### src/rtl/uart_pkg.sv
// Shared UART definitions: state encoding, frame bit counts and bit-time computation.
// Optional parity bit enabled by defining UART_TX_PARITY_EN.
package uart_pkg;

  typedef enum logic [2:0] {
    IDLE   = 3'd0,
    START  = 3'd1,
    DATA   = 3'd2,
    PARITY = 3'd3,
    STOP   = 3'd4
  } uart_state_e;

  localparam int unsigned START_BITS = 1;
  localparam int unsigned DATA_BITS  = 8;
  localparam int unsigned STOP_BITS  = 1;
`ifdef UART_TX_PARITY_EN
  localparam int unsigned PARITY_BITS = 1;
`else
  localparam int unsigned PARITY_BITS = 0;
`endif
  localparam int unsigned FRAME_BITS = START_BITS + DATA_BITS + PARITY_BITS + STOP_BITS;

  localparam int unsigned BIT_CNT_W  = 4;
  localparam int unsigned BAUD_CNT_W = 16;

  // Clock cycles per serial bit (integer division).
  function automatic int unsigned bit_time(input int unsigned clock_freq,
                                           input int unsigned baud_rate);
    return clock_freq / baud_rate;
  endfunction

endpackage

### src/rtl/uart_baud_gen.sv
// Per-bit timing tick: counts clock cycles within a serial bit and restarts on frame start.
module uart_baud_gen
  import uart_pkg::*;
#(
  parameter int unsigned BIT_TIME = 5208
) (
  input  logic clk,
  input  logic rst_n,
  input  logic run,
  input  logic start,
  output logic tick_c
);

  localparam logic [BAUD_CNT_W-1:0] CNT_MAX = BAUD_CNT_W'(BIT_TIME - 1);

  logic [BAUD_CNT_W-1:0] cnt;

  // Held at zero while idle so the first bit always gets a full BIT_TIME.
  always_ff @(posedge clk) begin
    if (!rst_n || start || !run) begin
      cnt <= '0;
    end else if (cnt == CNT_MAX) begin
      cnt <= '0;
    end else begin
      cnt <= cnt + BAUD_CNT_W'(1);
    end
  end

  assign tick_c = run && !start && (cnt == CNT_MAX);

endmodule

### src/rtl/uart_transmitter.sv
// UART transmitter: 8N1 framing, LSB first; optional even parity with UART_TX_PARITY_EN.
module uart_transmitter
  import uart_pkg::*;
#(
  parameter int unsigned BAUD_RATE  = 9600,
  parameter int unsigned CLOCK_FREQ = 50000000
) (
  input  logic       clk,
  input  logic       rst_n,
  input  logic       tx_en,
  input  logic [7:0] data_in,
  input  logic       data_valid,
  output logic       data_ready,
  output logic       tx,
  output logic       busy,
  output logic       tx_done
);

  localparam int unsigned BIT_TIME = bit_time(CLOCK_FREQ, BAUD_RATE);
  localparam logic [BIT_CNT_W-1:0] LAST_BIT = BIT_CNT_W'(DATA_BITS - 1);

  uart_state_e state, state_nxt;
  logic [DATA_BITS-1:0] shift, shift_nxt;
  logic [BIT_CNT_W-1:0] bit_cnt, bit_cnt_nxt;
  logic tx_nxt, busy_nxt, done_nxt;
  logic accept_c, tick_c;
`ifdef UART_TX_PARITY_EN
  logic parity, parity_nxt;
`endif

  assign data_ready = rst_n && tx_en && (state == IDLE);
  assign accept_c   = data_valid && data_ready;

  uart_baud_gen #(
    .BIT_TIME(BIT_TIME)
  ) u_baud_gen (
    .clk   (clk),
    .rst_n (rst_n),
    .run   (state != IDLE),
    .start (accept_c),
    .tick_c(tick_c)
  );

  // Next-state logic; tx is computed one bit ahead so the line is driven from a flop.
  always_comb begin
    state_nxt   = state;
    shift_nxt   = shift;
    bit_cnt_nxt = bit_cnt;
    tx_nxt      = tx;
    done_nxt    = 1'b0;
`ifdef UART_TX_PARITY_EN
    parity_nxt  = parity;
`endif
    case (state)
      IDLE: begin
        tx_nxt = 1'b1;
        if (accept_c) begin
          state_nxt   = START;
          shift_nxt   = data_in;
          bit_cnt_nxt = '0;
          tx_nxt      = 1'b0;
`ifdef UART_TX_PARITY_EN
          parity_nxt  = ^data_in;
`endif
        end
      end
      START: begin
        if (tick_c) begin
          state_nxt = DATA;
          tx_nxt    = shift[0];
        end
      end
      DATA: begin
        if (tick_c) begin
          if (bit_cnt == LAST_BIT) begin
            bit_cnt_nxt = '0;
`ifdef UART_TX_PARITY_EN
            state_nxt   = PARITY;
            tx_nxt      = parity;
`else
            state_nxt   = STOP;
            tx_nxt      = 1'b1;
`endif
          end else begin
            bit_cnt_nxt = bit_cnt + BIT_CNT_W'(1);
            shift_nxt   = shift >> 1;
            tx_nxt      = shift[1];
          end
        end
      end
      PARITY: begin
        if (tick_c) begin
          state_nxt = STOP;
          tx_nxt    = 1'b1;
        end
      end
      STOP: begin
        if (tick_c) begin
          state_nxt = IDLE;
          tx_nxt    = 1'b1;
          done_nxt  = 1'b1;
        end
      end
      default: begin
        state_nxt = IDLE;
        tx_nxt    = 1'b1;
      end
    endcase
    busy_nxt = (state_nxt != IDLE);
  end

  always_ff @(posedge clk) begin
    if (!rst_n) begin
      state   <= IDLE;
      shift   <= '0;
      bit_cnt <= '0;
      tx      <= 1'b1;
      busy    <= 1'b0;
      tx_done <= 1'b0;
`ifdef UART_TX_PARITY_EN
      parity  <= 1'b0;
`endif
    end else begin
      state   <= state_nxt;
      shift   <= shift_nxt;
      bit_cnt <= bit_cnt_nxt;
      tx      <= tx_nxt;
      busy    <= busy_nxt;
      tx_done <= done_nxt;
`ifdef UART_TX_PARITY_EN
      parity  <= parity_nxt;
`endif
    end
  end

endmodule

### config.mk
export PLATFORM = sky130hd
export DESIGN_NAME = uart_transmitter
export DESIGN_NICKNAME = d
export VERILOG_FILES = /design/src/rtl/uart_pkg.sv /design/src/rtl/uart_baud_gen.sv /design/src/rtl/uart_transmitter.sv
export SDC_FILE = /design/constraint.sdc
export NUM_CORES = 1
export LEC_CHECK = 0
export ABC_AREA = 1
export CAP_MARGIN = 20
export CORE_ASPECT_RATIO = 0.6
export CORE_MARGIN = 3
export CORE_UTILIZATION = 42
export CTS_BUF_LIST = sky130_fd_sc_hd__clkbuf_8
export DETAILED_ROUTE_END_ITERATION = 8
export GPL_TIMING_DRIVEN = 0
export HOLD_SLACK_MARGIN = 0.08
export PLACE_DENSITY = 0.65
export SLEW_MARGIN = 20
export SYNTH_ARGS = -nofsm -noshare
export SYNTH_HDL_FRONTEND = slang
export SYNTH_HIERARCHICAL = 1
export SYNTH_SLANG_ARGS = --single-unit
### constraint.sdc
create_clock -name clk -period 2.14 [get_ports clk]
set_input_delay 0.321 -clock clk [delete_from_list [all_inputs] [get_ports clk]]
set_output_delay 0.321 -clock clk [all_outputs]
set_load 0.1 [all_outputs]
==> impl_results.md, run 1 <==
- Slew @ Worst Pin: approximately 0.97 ns
- RSZ-0062 raised after global routing: yes
- Routed WL per cell: 12.10 um
- CTS max path bufs: 2
- Area share of the largest cell type after synthesis: 35.37%
- Vias/cell: 4.805
- Type of origin of the critical path: register
- Crit end category: output port
- Synth top area cells: dfxtp_1 35%, nand2_1 14%, nand3_1 8.6%
- HPWL after DPL: approximately 3300 um
- Root Driver: clkbuf_8
- Hold crit path type: reg2reg
- Clock transition at the registers of the reported paths: 0.06 ns
- Arrival @ worst endpoint: 1.76 ns
- Drt pass-1 iters: 5
- DR DRC count: 0
- WP buf/inv: 1
- Nets: 318
- CTS tree: yes
- Min-delay src: u_baud_gen/cnt[0]
- DRT iter0 DRCs: 178
- Worst Hold End: u_baud_gen/cnt[0]
- R2R Setup Slk: ~0.14 ns
- Initial Utilization: a little under half
- Port Buffer Count: 15
- Commonest non-fill, non-tap cell in the layout: nand2_1
- Ports: 16
- Post-synthesis register bit count: 34
- Post-route clock period utilization: between 90% and 100%
- Crit path largest cell delay: roughly 1.1 ns
- Non-filler instance count after layout: about 360
- Max cap viols: 0
- Syn_nets: approximately 290
- GR Overflow Total: 0
- Power Density: 542.8 mW/mm^2
- Row count: 18
- Unique masters post-synth: 33
- Initial antenna violation count: 0
- R2R Path End: shift[7]
- Critical Path RT: 1.82 ns
- Via count: between 1,500 and 2,000
- Gate count of the mapped netlist: 280
- Diode count: 0
- Die area: 0.005456 sq mm
- First-pass GRT wire length: 7362 um
- Finish-stage setup viols: 0
- Largest area contributor in the synthesized netlist: dfxtp_1
- Slew headroom: 35.25%
- Routed wire length: 4406 um
- Tot GR Track Use: 17.41%
- Hold buffer count at cts: 0
- Critical Path Start: tx
- Syn avg cell area: about 7 sq um
- Hold Path Stages: 1
- Critical Path Fanout Max: 2
- Slew Limit Fails: 0
- R2r startpoint: state[0]
- VDD IR max: ~0.00028 V
- Worst path slowest cell: clkdlybuf4s50_1
- Hold Vio Cnt, Final: 0
- Die span in x: 93.39 um
- Post-DRT Antenna Nets: 0
- YS warnings: 6
- Multi-input gate area: roughly 0.0010 sq mm
- Reg2reg path depth: 14
- Num CTS Buffers: 5
- Critical-path cell list: clkdlybuf4s50_1
- Final core utilization: between 50% and 60%
- GPL Wtd Cong: 0.8399
- Share of cells above drive strength 1: approximately 13%
- Final Critical Period: 2.076 ns
- Fmax: 481.7 MHz
- Setup TNS: 0 ns
- Largest net degree at the start of global routing: 11
- H-tree levels: 2
- Register area: 681.9 sq um
- Sequential area share after synthesis: a little over a third
- Area growth syn-to-layout: 16.84%
- Setup Skew: 0.003856 ns
- Clk sink count: 34
- Commonest non-fill, non-tap cells in the layout: 72 x nand2_1, 38 x inv_1, 33 x nand3_1, 33 x dfxtp_1, 32 x nor2_1
- Filler cell count: 426
- Mapped Area: 0.001924 sq mm
- Number of global-route vias before repair: 1,530
- Cell family with most CP delay: buffers and inverters
- Status: finished clean
- Worst skew pair latency: ~0.29 ns
- Critical path class: reg2out
- Placed cell count: 355
- Die H: 58.43 um
- Pleak: 0.9518 nW
- Core box area: 0.004257 sq mm
==> report_power, final <==
| group | total [mW] | switching, mW | internal [mW] |
|---|---|---|---|
| sequential | 0.653 | 0.00816 | 0.645 |
| clock | 0.432 | 0.218 | 0.214 |
| combinational | 0.135 | 0.0810 | 0.0543 |
| total | 1.22 | 0.307 | 0.914 |
==> area by class of cell <==
class,count,area share (%)
flip-flops and latches,34,30.33
multi-input cells,199,45.74
well taps,60,3.339
clock buffers,5,3.061
plain buffers,8,3.617
inverters,39,6.511
clock inverters,2,0.3339
repair buffers,17,7.067
==> cell usage after synthesis (all sizes together) <==
cell type / count
nand2: 75
inv: 39
nor2: 37
nand3: 36
dfxtp: 34
a21oi: 20
o21ai: 8
nand4: 7
buf: 6
xnor2: 3
clkbuf: 2
ha: 2
nor3: 2
or2: 2
xor2: 2
a21boi: 1
a41oi: 1
nand3b: 1
o211ai: 1
o21bai: 1
==> routing by layer <==
layer / share of wire, % / track usage [%] / up-vias / wire (um)
met5: 0 / 0 / - / 0
met4: 1.0 / 6.889 / 0 / 44
met3: 7.0 / 4.725 / 5 / 309
met2: 35 / 20.12 / 51 / 1539
met1: 57 / 28.53 / 758 / 2513
li1: - / - / 935 / -
==> how the worst max path moves through the flow <==
stage	to	depth (start not counted)
final	tx	1
after global routing	shift[7]	14
after CTS	data_ready	6
after detailed placement	shift[7]	14
after global placement	shift[7]	14
after floorplan	shift[7]	14
==> metrics by stage <==
step | hold WS (ns) | worst slack, ns | area [sq um] | total power, mW
6_report | 0.4574 | 0.06382 | 2248 | 1.220
4_1_cts | 0.4612 | 0.01335 | 2243 | 1.249
3_5_place_dp | 0.4478 | -0.6625 | 2152 | 0.8040
3_3_place_gp | 0.4435 | -0.6881 | 2152 | 0.8032
2_1_floorplan | 0.4286 | 0.1797 | 1927 | 0.7594
5_1_grt | 0.5020 | -0.01625 | 2248 | 1.282
==> cells by family after synthesis <==
| kind of cell | count (synthesis) | share of synthesized area (%) |
|---|---|---|
| AND/OR/NAND/NOR | 160 | 38.17 |
| buffers and inverters | 47 | 11.83 |
| flip-flops | 34 | 35.37 |
| AO/OA/AOI/OAI | 32 | 11.05 |
| XOR/XNOR | 5 | 2.276 |
| adder cells (fa/ha/maj) | 2 | 1.300 |
==> state kept, by name (all words and copies together), names as in the netlist <==
| signal | flops |
|---|---|
| tx_done | 1 |
| busy | 1 |
| u_baud_gen/cnt | 16 |
| tx | 1 |
| bit_cnt | 4 |
| shift | 8 |
| state | 3 |
==> what timing repair did <==
action | 4_1_cts | 5_1_grt
buffers inserted | 1 | 1
cloned | 0 | 0
gates resized for setup | 6 | 4
endpoints found under the setup margin | 13 | 9
pin swaps | 1 | 1
Power figures use the tool's default switching activity.
==> run 2: changes to the inputs <==
- ABC_CLOCK_PERIOD_IN_PS: not set -> 2140
- SYNTH_HIERARCHICAL: 1 -> not set
- TNS_END_PERCENT: not set -> 10
==> run 2 against run 1 <==
- clock power increased by 3%
- wire length is 2.7% higher
- area after synthesis increased by 0.39%
- critical path type is now in2out
- global-route usage grew 0.67 points
- via count up 5.7%
- fmax grew 0.23%
- largest cell class unchanged
- sequential power up 1%
==> impl_results.md, run 2 <==
- Type of origin of the critical path: input pin (was register)
- Unique masters post-synth: 28 (was 33)
- VDD IR max: 0.0003279 V (was 0.0002811 V)
- Hold crit path type: reg2reg (unchanged)
- H-tree levels: 2 (unchanged)
- Die area: 0.005476 sq mm (was 0.005456 sq mm)
- Synth top area cells: dfxtp_1 35%, nand2_1 18%, nor2_1 10% (was dfxtp_1 35%, nand2_1 14%, nand3_1 8.6%)
- Post-synth EDFFs: 0 (unchanged)
- Nets: 335 (was 318)
- Sequential area share after synthesis: 35.23% (was 35.37%)
- Critical Path RT: 1.82 ns (about the same)
- Pleak: 0.9439 nW (was 0.9518 nW)
- Slew Limit Fails: 0 (unchanged)
- Arrival @ worst endpoint: 1.75 ns (was 1.76 ns)
- Syn avg cell area: 6.461 sq um (was 6.873 sq um)
- Top cells by instance count after synthesis: 91 x nand2_1, 52 x nor2_1, 34 x dfxtp_1 (was 72 x nand2_1, 36 x inv_1, 34 x dfxtp_1, 34 x nor2_1, 33 x nand3_1)
- Largest net degree at the start of global routing: 11 (unchanged)
- Drt pass-1 iters: 5 (unchanged)
- Cell family with most CP delay: buffers and inverters (unchanged)
- Commonest non-fill, non-tap cell in the layout: nand2_1 (unchanged)
- YS warnings: 0 (was 6)
- Post-CTS Setup Inserts: 0 (was 1)
- CTS max path bufs: 2 (unchanged)
- Count leader, synth: nand2_1 (unchanged)
- Max cap viols: 0 (unchanged)
- Final Critical Period: 2.071 ns (was 2.076 ns)
- RSZ-0062 raised after global routing: no (was yes)
- Area growth syn-to-layout: 15.87% (was 16.84%)
- Syn_nets: 313 (was 294)
- Fmax: 482.7 MHz (was 481.7 MHz)
- Routed wire length: 4526 um (was 4406 um)
- Vias/cell: 4.853 (was 4.805)
- Die span in x: 93.56 um (was 93.39 um)
- Core box area: 0.004257 sq mm (unchanged)
- Area share of the largest cell type after synthesis: 35.23% (was 35.37%)
- Mapped Area: 0.001932 sq mm (was 0.001924 sq mm)
- Largest Register: u_baud_gen.cnt (was u_baud_gen/cnt)
- Share of cells above drive strength 1: 8.723% (was 13.49%)
- GR Overflow Total: 0 (unchanged)
- WP buf/inv: 2 (was 1)
- Finish-stage setup viols: 0 (unchanged)
- Max reg flops: 16 (unchanged)
- Worst skew pair latency: 0.29 ns (about the same)
- HPWL after DPL: 3396 um (was 3311 um)
- Clock transition at the registers of the reported paths: 0.07 ns (was 0.06 ns)
- Slew headroom: 35.41% (was 35.25%)
- Power Density: 558.4 mW/mm^2 (was 542.8 mW/mm^2)
- Critical Path Fanout Max: 6 (was 2)
- Post-synthesis register bit count: 34 (unchanged)
- Initial antenna violation count: 0 (unchanged)
- Largest area contributor in the synthesized netlist: dfxtp_1 (unchanged)
- Number of global-route vias before repair: 1,532 (was 1,530)
- Crit end category: output port (unchanged)
- Biggest regs: u_baud_gen.cnt (16), shift (8), bit_cnt (4) (was u_baud_gen/cnt (16), shift (8), bit_cnt (4))
- Filler cell count: 427 (was 426)
- Asr flop ratio synth: 0% (unchanged)
- Status: finished clean (unchanged)
- First-pass GRT wire length: 7507 um (was 7362 um)
- Setup Skew: 0.006007 ns (was 0.003856 ns)
- DRT iter0 DRCs: 163 (was 178)
- Worst path slowest cell: clkdlybuf4s50_1 (unchanged)
- Slew @ Worst Pin: 0.9658 ns (was 0.9682 ns)
- Root Driver: clkbuf_8 (unchanged)
- Ys flop type: dfxtp_1 (unchanged)
- Num CTS Buffers: 5 (unchanged)
- Ports: 16 (unchanged)
- DR DRC count: 0 (unchanged)
- Initial Utilization: 45.39% (was 45.21%)
- Hold Vio Cnt, Final: 0 (unchanged)
- GPL Wtd Cong: 0.9085 (was 0.8399)
- Commonest non-fill, non-tap cells in the layout: 91 x nand2_1, 52 x nor2_1, 34 x dfxtp_1 (was 72 x nand2_1, 38 x inv_1, 33 x nand3_1, 33 x dfxtp_1, 32 x nor2_1)
- Tot GR Track Use: 18.08% (was 17.41%)
- Gate count of the mapped netlist: 299 (was 280)
- Routed WL per cell: 11.88 um (was 12.10 um)
- Post-DRT Antenna Nets: 0 (unchanged)
- Post-route clock period utilization: 96.80% (was 97.02%)
- CTS tree: yes (unchanged)
- Critical path class: in2out (was reg2out)
- Worst hold slack: 0.4566 ns (was 0.4574 ns)
- Diode count: 0 (unchanged)
- Die H: 58.54 um (was 58.43 um)
- Critical-path cell list: clkdlybuf4s50_1, nand2_1, nor2_4, clkdlybuf4s18_2 (was clkdlybuf4s50_1)
- Crit path largest cell delay: 0.61 ns (was 1.14 ns)
- Row count: 18 (unchanged)
- Via count: 1,849 (was 1,749)
- Setup TNS: 0 ns (unchanged)
- Clk sink count: 34 (unchanged)
- Port Buffer Count: 15 (unchanged)
run 2: layout make-up:
type | instances | area [sq um] | area share [%]
Timing Repair Buffer | 15 | 150.1 | 6.708
Buffer | 4 | 21.27 | 0.9503
Multi-Input combinational cell | 225 | 1097 | 49.02
Clock inverter | 2 | 7.507 | 0.3354
Sequential cell | 34 | 680.7 | 30.41
Tap cell | 60 | 75.07 | 3.354
Clock buffer | 5 | 68.82 | 3.074
Inverter | 36 | 137.6 | 6.149
run 2: worst paths after layout:
path	start	to	slack (ns)	depth (start not counted)
setup / recovery	rst_n	data_ready	0.07	4
hold / removal	tx	tx	0.46	2
setup reg to reg	u_baud_gen.cnt[0]	u_baud_gen.cnt[11]	0.39	9
hold reg to reg	tx	tx	0.46	2
run 2: power by group:
group	total (mW)	internal, mW	switching (mW)
clock network	0.445	0.214	0.231
logic	0.144	0.0566	0.0872
registers	0.661	0.651	0.0106
run 2: metrics by stage:
step           power, mW  instance area, sq um  utilization (%)  setup slack, ns  std cells
4_1_cts            1.263                  2240            52.62          0.04915        381
6_report           1.250                  2238            52.59          0.06851        381
3_5_place_dp      0.8197                  2162            50.79          -0.5203        374
2_1_floorplan     0.7741                  1937                -           0.3628        299
5_1_grt            1.313                  2238            52.59         0.007267        381
3_3_place_gp      0.8187                  2162            50.79          -0.5107        374
run 2: layer usage:
layer	vias to the layer above	wire, um	track usage, %
met5	-	0	0
met4	0	75	7.202
met3	8	475	4.853
met2	81	1517	20.43
met1	788	2458	30.11
li1	972	-	-
run 2: worst register-to-register path: stages (launching register included):
cell and delay (ns):
dfxtp_1 0.38, ha_1 0.26, inv_1 0.07, nor2_1 0.10, nand2_1 0.07, nor2_1 0.11
nand2_2 0.12, nand3_2 0.19, buf_2 0.27, a21oi_1 0.06
run 2: cells by family (layout without fill, tap and decap cells):
| family | count (synthesis) | in the layout | synth area share (%) |
|---|---|---|---|
| xor+xnor | 7 | 7 | 3.174 |
| fa+ha+maj | 2 | 2 | 1.295 |
| simple gates | 198 | 198 | 46.76 |
| flops | 34 | 34 | 35.23 |
| compound gates | 18 | 18 | 5.311 |
| buf+inv | 40 | 62 | 8.225 |
run 2: timing repair:
item	4_1_cts	5_1_grt
endpoints found under the setup margin	1	1
gates resized for setup	3	1
hold buffers	0	0
==> run 3: changes to the inputs <==
- GPL_TIMING_DRIVEN: 0 -> not set
==> run 3 against run 2 <==
- global-route usage fell by 0.61 points
- critical endpoint is now u_baud_gen.cnt[15]
- core utilization rose by 0.088 points
- cell area increased by 0.17%
- via count fell by 0.92%
- fmax grew 22%
==> impl_results.md, run 3 (same netlist as run 2, synthesis figures left out) <==
- Share of cells above drive strength 1: 9.718% (was 8.723%)
- Largest Register: u_baud_gen.cnt (unchanged)
- Type of origin of the critical path: register (was input pin)
- Die area: 0.005476 sq mm (unchanged)
- Hold crit path type: reg2reg (unchanged)
- HPWL after DPL: 3304 um (was 3396 um)
- CTS max path bufs: 2 (unchanged)
- Tot GR Track Use: 17.48% (was 18.08%)
- Critical Path Fanout Max: 16 (was 6)
- Area growth syn-to-layout: 16.06% (was 15.87%)
- VDD IR max: 0.0003166 V (was 0.0003279 V)
- First-pass GRT wire length: 7341 um (was 7507 um)
- DR DRC count: 0 (unchanged)
- Pleak: 0.9512 nW (was 0.9439 nW)
- Max reg flops: 16 (unchanged)
- Nets: 332 (was 335)
- Core box area: 0.004257 sq mm (unchanged)
- Max cap viols: 0 (unchanged)
- RSZ-0062 raised after global routing: no (unchanged)
- Ports: 16 (unchanged)
- Clk sink count: 34 (unchanged)
- Number of global-route vias before repair: 1,495 (was 1,532)
- Cts repair resizes: 0 (was 3)
- Diode count: 0 (unchanged)
- Crit end category: register (was output port)
- Routed wire length: 4439 um (was 4526 um)
- Worst skew pair latency: 0.29 ns (about the same)
- Hold buffer count at cts: 0 (unchanged)
- Num CTS Buffers: 5 (unchanged)
- Final core utilization: 52.67% (was 52.59%)
- Post-DRT Antenna Nets: 0 (unchanged)
- DRT iter0 DRCs: 159 (was 163)
- Slew Limit Fails: 0 (unchanged)
- Hold Vio Cnt, Final: 0 (unchanged)
- Post-CTS Setup Inserts: 0 (unchanged)
- Initial Utilization: 45.39% (unchanged)
- CTS tree: yes (unchanged)
- Final Critical Period: 1.692 ns (was 2.071 ns)
- Worst hold slack: 0.4671 ns (was 0.4566 ns)
- Fmax: 590.9 MHz (was 482.7 MHz)
- GPL Wtd Cong: 0.8777 (was 0.9085)
- Finish-stage setup viols: 0 (unchanged)
- Commonest non-fill, non-tap cells in the layout: 91 x nand2_1, 52 x nor2_1, 34 x dfxtp_1 (unchanged)
- Non-filler instance count after layout: 379 (was 381)
- Final setup margin: 0.4476 ns (was 0.06851 ns)
- Setup TNS: 0 ns (unchanged)
- Arrival @ worst endpoint: 1.88 ns (was 1.75 ns)
- Die span in x: 93.56 um (unchanged)
- Slew headroom: 74.48% (was 35.41%)
- H-tree levels: 2 (unchanged)
- Slew @ Worst Pin: 0.3798 ns (was 0.9658 ns)
- Row count: 18 (unchanged)
- Fin area: 0.002242 sq mm (was 0.002238 sq mm)
- Status: finished clean (unchanged)
- Post-route clock period utilization: 79.08% (was 96.80%)
- Critical Path RT: 2.33 ns (was 1.82 ns)
- Commonest non-fill, non-tap cell in the layout: nand2_1 (unchanged)
- Placed cell count: 371 (was 374)
- Die H: 58.54 um (unchanged)
- Post-DP Area: 0.002151 sq mm (was 0.002162 sq mm)
- Setup Skew: 0.01018 ns (was 0.006007 ns)
- Power Density: 582.2 mW/mm^2 (was 558.4 mW/mm^2)
- Root Driver: clkbuf_8 (unchanged)
- Biggest regs: u_baud_gen.cnt (16), shift (8), bit_cnt (4) (unchanged)
- Vias/cell: 4.834 (was 4.853)
- Initial antenna violation count: 0 (unchanged)
- Power Total: 1.305 mW (was 1.250 mW)
- Largest net degree at the start of global routing: 17 (was 11)
- Routed WL per cell: 11.71 um (was 11.88 um)
- Clock transition at the registers of the reported paths: 0.07 ns (about the same)
- Via count: 1,832 (was 1,849)
- Pre-CTS WS: 0.3578 ns (was -0.5203 ns)
- Port Buffer Count: 15 (unchanged)
- Drt pass-1 iters: 4 (was 5)
- GR Overflow Total: 0 (unchanged)
- Critical path class: reg2reg (was in2out)
==> run 3: changes by cell type in the layout (fill, tap and decap cells not counted) <==
cell / previous run / this run
clkdlybuf4s50_1: 14 / 11
buf_2: 2 / 0
clkinv_2: 0 / 1
clkbuf_1: 1 / 0
buf_4: 1 / 4
buf_12: 0 / 1
clkdlybuf4s18_2: 1 / 0
inv_1: 33 / 32
clkbuf_8: 5 / 6
==> run 3: path summary, 6_finish.rpt <==
check        slack [ns]         startpoint  cells past startpoint                  to
max                0.45  u_baud_gen.cnt[0]                     10  u_baud_gen.cnt[15]
min                0.47  u_baud_gen.cnt[0]                      1   u_baud_gen.cnt[0]
max reg2reg        0.45  u_baud_gen.cnt[0]                     10  u_baud_gen.cnt[15]
min reg2reg        0.47  u_baud_gen.cnt[0]                      1   u_baud_gen.cnt[0]
==> run 3: final cells by class <==
type / instances / area (sq um)
fill: 427 / 2014
multi-input combinational: 225 / 1097
sequential: 34 / 680.7
timing repair buffer: 16 / 160.2
inverter: 36 / 137.6
clock buffer: 6 / 82.58
tap: 60 / 75.07
clock inverter: 2 / 8.758
==> run 3: per-layer routing <==
metal / share of wire, % / vias to the layer above / track usage, %
met5: 0 / - / 0
met2: 34 / 60 / 19.11
met4: 1.7 / 0 / 6.790
met1: 56 / 792 / 29.01
li1: - / 971 / -
met3: 8.4 / 9 / 5.747
==> run 3: where the power goes <==
| part | switching, mW | leakage [nW] | total [mW] | internal [mW] |
|---|---|---|---|---|
| Sequential | 0.0112 | 0.276 | 0.662 | 0.650 |
| Clock | 0.242 | 0.0524 | 0.497 | 0.255 |
| Combinational | 0.0878 | 0.623 | 0.147 | 0.0590 |
| Total | 0.341 | 0.951 | 1.31 | 0.964 |
==> run 3: worst max-delay path, cell delays in order (launching register included) <==
cell and delay (ns):
dfxtp_1 0.38, ha_1 0.26, inv_1 0.08, nor2_1 0.09, nand2_1 0.08, nor2_1 0.12, nand2_2 0.12, nand3_2 0.29
inv_1 0.07, nand2_1 0.07, inv_1 0.03
